<file path="config.mk">
export PLATFORM = sky130hd
export DESIGN_NAME = pipe_hazard_ctrl
export DESIGN_NICKNAME = d
export VERILOG_FILES = /design/src/rtl/pipe_hazard_ctrl_pkg.sv /design/src/rtl/pipe_perf_cnt.sv /design/src/rtl/pipe_hazard_ctrl.sv
export SDC_FILE = /design/constraint.sdc
export NUM_CORES = 1
export LEC_CHECK = 0
export ABC_AREA = 1
export ABC_CLOCK_PERIOD_IN_PS = 1800
export CORE_ASPECT_RATIO = 0.8
export CORE_MARGIN = 4
export CORE_UTILIZATION = 50
export DETAILED_ROUTE_END_ITERATION = 7
export PLACE_DENSITY = 0.84
export SKIP_CTS_REPAIR_TIMING = 1
export SLEW_MARGIN = 15
export SYNTH_ARGS = -nofsm -noshare
export SYNTH_HDL_FRONTEND = slang
export SYNTH_SLANG_ARGS = --single-unit
</file>
<file path="constraint.sdc">
create_clock -name clk -period 1.8 [get_ports clk]
set_input_delay 0.45 -clock clk [delete_from_list [all_inputs] [get_ports clk]]
set_output_delay 0.45 -clock clk [all_outputs]
set_load 0.01 [all_outputs]
</file>
<file path="src/rtl/pipe_hazard_ctrl_pkg.sv">
// Shared types and helpers for the pipeline hazard controller.
package pipe_hazard_ctrl_pkg;

  localparam int REG_AWIDTH = 5;

  typedef enum logic [1:0] {
    PHC_RUN      = 2'd0,
    PHC_MEM_WAIT = 2'd1,
    PHC_REDIRECT = 2'd2
  } phc_state_e;

  // True when an operand that the ID instruction actually reads names register rd.
  function automatic logic src_hit(input logic                  use_src,
                                   input logic [REG_AWIDTH-1:0] src,
                                   input logic [REG_AWIDTH-1:0] rd);
    return use_src && (src == rd);
  endfunction

endpackage

</file>
<file path="src/rtl/pipe_perf_cnt.sv">
// 32-bit enable counter with synchronous reset; wraps at 2^32.
module pipe_perf_cnt (
  input  logic        clk,
  input  logic        rst,
  input  logic        en,
  output logic [31:0] cnt
);

  // Count every enabled cycle.
  always_ff @(posedge clk) begin
    if (rst) cnt <= '0;
    else if (en) cnt <= cnt + 32'd1;
  end

endmodule

</file>
<file path="src/rtl/pipe_hazard_ctrl.sv">
// Pipeline hazard controller: stall/flush enables for PC, IF/ID and ID/EX.
// Optional performance counters (stall_cnt, flush_cnt) under PIPE_CTRL_PERF_EN.
//
//   state        | meaning
//   -------------+-----------------------------------------------------------
//   PHC_RUN      | normal flow; load-use and redirect detected here
//   PHC_MEM_WAIT | data memory/UART access pending, whole front end held
//   PHC_REDIRECT | flushing the wrong-path instructions after a redirect
module pipe_hazard_ctrl
  import pipe_hazard_ctrl_pkg::*;
#(
  parameter int REDIRECT_PENALTY = 2,
  parameter int MEM_TIMEOUT      = 255
) (
  input  logic                  clk,
  input  logic                  rst,
  input  logic [REG_AWIDTH-1:0] id_rs1_addr,
  input  logic [REG_AWIDTH-1:0] id_rs2_addr,
  input  logic                  id_uses_rs1,
  input  logic                  id_uses_rs2,
  input  logic [REG_AWIDTH-1:0] ex_rd_addr,
  input  logic                  ex_is_load,
  input  logic                  ex_wb,
  input  logic                  ex_redirect,
  input  logic                  mem_req,
  input  logic                  mem_ready,
  output logic                  pc_stall,
  output logic                  if_id_stall,
  output logic                  if_id_flush,
  output logic                  id_ex_stall,
  output logic                  id_ex_flush,
  output logic                  timeout_err
`ifdef PIPE_CTRL_PERF_EN
  ,
  output logic [31:0]           stall_cnt,
  output logic [31:0]           flush_cnt
`endif
);

  localparam logic [2:0]  PEN_LOAD  = 3'(REDIRECT_PENALTY - 1);
  localparam logic [15:0] WAIT_LOAD = 16'(MEM_TIMEOUT - 1);

  phc_state_e  state_q, state_d, ret_q, ret_d, eff_state;
  logic [2:0]  pen_q, pen_d;
  logic [15:0] wait_q, wait_d;
  logic        err_q, err_d;
  logic        load_use, in_wait, stalling, redirecting, load_stall;

  // Hazard classification shared by the next-state and output logic.
  always_comb begin
    load_use = ex_is_load && ex_wb && (ex_rd_addr != '0) &&
               (src_hit(id_uses_rs1, id_rs1_addr, ex_rd_addr) ||
                src_hit(id_uses_rs2, id_rs2_addr, ex_rd_addr));
    in_wait  = (state_q == PHC_MEM_WAIT);
    // In the mem_ready cycle the pre-wait state takes over immediately.
    eff_state   = in_wait ? ret_q : state_q;
    stalling    = in_wait ? !mem_ready : (mem_req && !mem_ready);
    redirecting = !stalling &&
                  ((eff_state == PHC_REDIRECT) || ((eff_state == PHC_RUN) && ex_redirect));
    load_stall  = !stalling && !redirecting && load_use;
  end

  // State, penalty/timeout down-counters and sticky error.
  always_ff @(posedge clk) begin
    if (rst) begin
      state_q <= PHC_RUN;
      ret_q   <= PHC_RUN;
      pen_q   <= '0;
      wait_q  <= '0;
      err_q   <= 1'b0;
    end else begin
      state_q <= state_d;
      ret_q   <= ret_d;
      pen_q   <= pen_d;
      wait_q  <= wait_d;
      err_q   <= err_d;
    end
  end

  // Next-state logic; the penalty counter is untouched while waiting.
  always_comb begin
    state_d = state_q;
    ret_d   = ret_q;
    pen_d   = pen_q;
    wait_d  = wait_q;
    err_d   = err_q;
    if (stalling) begin
      state_d = PHC_MEM_WAIT;
      if (!in_wait) begin
        ret_d  = state_q;
        wait_d = WAIT_LOAD;
        if (WAIT_LOAD == '0) err_d = 1'b1;
      end else begin
        if (wait_q == 16'd1) err_d = 1'b1;
        if (wait_q != '0) wait_d = wait_q - 16'd1;
      end
    end else if (eff_state == PHC_REDIRECT) begin
      if (pen_q <= 3'd1) begin
        state_d = PHC_RUN;
        pen_d   = '0;
      end else begin
        state_d = PHC_REDIRECT;
        pen_d   = pen_q - 3'd1;
      end
    end else begin
      state_d = PHC_RUN;
      if (ex_redirect) begin
        pen_d   = PEN_LOAD;
        state_d = (PEN_LOAD != '0) ? PHC_REDIRECT : PHC_RUN;
      end
    end
  end

  // Combinational stall/flush enables; reset forces a pipeline clear.
  always_comb begin
    pc_stall    = 1'b0;
    if_id_stall = 1'b0;
    if_id_flush = 1'b0;
    id_ex_stall = 1'b0;
    id_ex_flush = 1'b0;
    timeout_err = err_q;
    if (rst) begin
      if_id_flush = 1'b1;
      id_ex_flush = 1'b1;
    end else begin
      pc_stall    = stalling || load_stall;
      if_id_stall = stalling || load_stall;
      id_ex_stall = stalling;
      if_id_flush = redirecting;
      id_ex_flush = redirecting || load_stall;
    end
  end

`ifdef PIPE_CTRL_PERF_EN
  pipe_perf_cnt u_stall_cnt (.clk(clk), .rst(rst), .en(pc_stall),    .cnt(stall_cnt));
  pipe_perf_cnt u_flush_cnt (.clk(clk), .rst(rst), .en(id_ex_flush), .cnt(flush_cnt));
`endif

endmodule
</file>
==> results.toml <==
[run_status]
status = "finished with violations"
violations = "negative setup slack"

[synth]
synthArstFlopShare_pct = 0
ys_ff_latch = 24
synth.area.top_cells = "dfxtp_1 (29%), nand2_1 (16%), nor2_1 (10%)"
synth_edf_count = 0
synthXorXnorAreaFrac_pct = 2.097
synth_top_area_share_pct = 28.76
synth_area_per_cell_um2 = 6.141
synth_area_um2 = 1670
yosysWarnings = 0
yosysSeqAreaShare_pct = 28.76
synth_fa_ha_area_share_pct = 3.745
muxShareOfSynthArea_pct = 0
synthSimpleGateAreaFrac_pct = 42.17
synth_nets = 301
synth_ff_type = "dfxtp_1"
synth_top_family_by_area = "simple AND/OR/NAND/NOR gates"
synth.most_common_cell = "nand2_1"
yosysTopAreaCell = "dfxtp_1"
ys_types = 27
netlist_top_cells_count = "nand2_1 (71), nor2_1 (46), inv_1 (35)"
synthCells = 272
synth_compound_area_share_pct = 12.88

[job]
drv_cap = 0

[power_and_ir_drop]
seqPwrFrac_pct = 41.7
ir_drop_mv = 0.5502
clkPwrFrac_pct = 25.7
intPower_mw = 0.9544
powerDensity_nw_per_um2 = 617.4
combPwrFrac_pct = 32.6
p_sw_share_pct = 32.89
switchingPower_mw = 0.4678
finalPower_mw = 1.422
leakagePower_nw = 1.239

[die]
core_area_um2 = 3153
start_util_pct = 52.98
die_area_um2 = 4335
dieWidth_um = 72.62
die_height_um = 59.70
ios = 30
rows = 18

[sta]
final.setup.worst_slack_ps = -119.8
hold_slack_ps = 468.3
fmax_mhz = 520.9
setup_viol = 4
rsz0062_at_grt = "true"
final_max_slew_viol_count = 0
slew_headroom_pct = 73.17
period_share_pct = 106.7
finalCriticalPeriod_ps = 1920
report.final.hold_viol_count = 0
worst_pin_slew_ps = 400.9
clock_skew_ps = 4.277

[grt]
grt_pass1_wl_mm = 6.872
first_global_vias = 1576
grt_usage_pct = 19.80
grt_max_degree = 14
overflow = 0
antenna_found_initial = 0

[setup_path]
critical_path_peak_fanout = 2
path_cells = "clkdlybuf4s50_1 -> nand4_1 -> nor2_2 -> nand3_2 -> nand2_2 -> buf_6"
cp-start-kind = "input port"
crit_path_max_incr_delay_ps = 450
rrSetupSlack_ps = 240
end_kind = "output pin"
startpoint = "ex_is_load"
timing.rr.start = "wait_q[0]"
r2r_end = "wait_q[4]"
slowest_stage = "clkdlybuf4s50_1"
worst_ep_arrival_time_ps = 1470
critPathTopFamily = "buffers and inverters"
critical_path_class = "in -> out"
reg2reg_depth = 9
worstPathRequired_ps = 1350
critical_path_buf_inv_count = 2

[route]
via_per_inst = 5.028
drtPass1Iterations = 4
post-route-drc-count = 0
drt_iter0_drc = 73
wl_mm = 4.354
vias = 1820
ant_nets = 0
wire_per_inst_um = 12.03

[finish]
fin_nets = 351
final_area_um2 = 2303
nFillCells = 247
drive_above_1_share_pct = 20.87
final_cells = 362
multiInputGateArea_um2 = 1079
final_core_util_pct = 73.06
syn2layout_area_growth_pct = 37.90
final-seq-area_um2 = 488.0

[hold_path]
hold_start = "pen_q[2]"
worstHoldPathType = "reg -> reg"
whs_path_depth = 2
min_to = "pen_q[2]"

[clocking]
htree_levels = 1
clk_latency_ps = 270
clk_pin_slew_ps = 80
cts_buffers = 3
cts_tree = "yes"
ctsRootBufferMaster = "clkbuf_8"
cts.sinks = 24
cts_buffer_depth = 2

[placed_design]
gp_congestion = 0.9410
dp_cells = 354
port_buffers = 29
dp_hpwl_mm = 3.249
dpl_cell_area_um2 = 2108
registers in the layout, summed over array words and instances (netlist names):
name / flops
wait_q: 16
pen_q: 3
ret_q: 2
state_q: 2
timeout_err: 1
tightest hold or removal path, stage by stage, from the launching register on:
cell and delay [ps]:
dfxtp_1 320, inv_1 60, a21oi_1 50
cells in the final DEF (no fill, tap or decap), types with 2 or more instances in the layout:
master            n
nand2_1          65
nor2_1           45
inv_1            28
dfxtp_1          22
nand3_1          21
dlymetal6s2s_1   21
buf_4            21
a21oi_1          15
o21ai_0          13
inv_2             8
nor2_2            6
nand2_2           5
ha_1              5
xor2_1            4
nand4_1           4
clkbuf_8          4
nand2_4           3
nor2_4            3
clkdlybuf4s50_1   3
buf_6             3
a21oi_4           2
o21ai_2           2
nor3_1            2
o21bai_1          2
or2_2             2
clkbuf_2          2
dfxtp_4           2
power groups by stage:
stage	sequential, mW	combinational (mW)	clock (mW)
3_3_place_gp	0.601	0.432	0
3_5_place_dp	0.602	0.441	0
4_1_cts	0.590	0.444	0.383
5_1_grt	0.597	0.519	0.403
6_report	0.593	0.464	0.365
2_1_floorplan	0.596	0.284	0
worst max path at each step:
| stage | end | slack [ps] | cells past startpoint |
|---|---|---|---|
| after detailed placement | pc_stall | -760 | 8 |
| after global placement | if_id_stall | -720 | 8 |
| after CTS | pc_stall | -770 | 8 |
| final | pc_stall | -120 | 6 |
| after floorplan | pc_stall | 50 | 8 |
| after global routing | pc_stall | -180 | 6 |
metrics by stage:
step           TNS, ps  setup WS (ps)
2_1_floorplan        0          51.80
3_3_place_gp     -4171         -717.5
3_5_place_dp     -4381         -757.3
4_1_cts          -3483         -765.1
5_1_grt         -681.7         -176.9
6_report        -397.9         -119.8
routing by layer:
metal,track usage (%),share of wire (%)
met1,29.26,49
met2,30.08,41
met3,3.697,9.1
met4,3.947,0.41
met5,0,0
kinds of logic after synthesis:
| family | after synthesis |
|---|---|
| and+or+nand+nor | 159 |
| buffers and inverters | 41 |
| AOI/OAI and AO/OA | 39 |
| DFF | 24 |
| adders and majority gates | 5 |
| xor gates and xnor gates | 4 |
final cells by class:
class	count	share of cell area [%]
Multi-Input combinational cell	207	46.82
Timing Repair Buffer	50	21.46
Sequential cell	24	21.18
Inverter	36	5.866
Clock buffer	4	2.390
Tap cell	40	2.173
Antenna cell	1	0.1086
(Power assumes the default switching activity.)
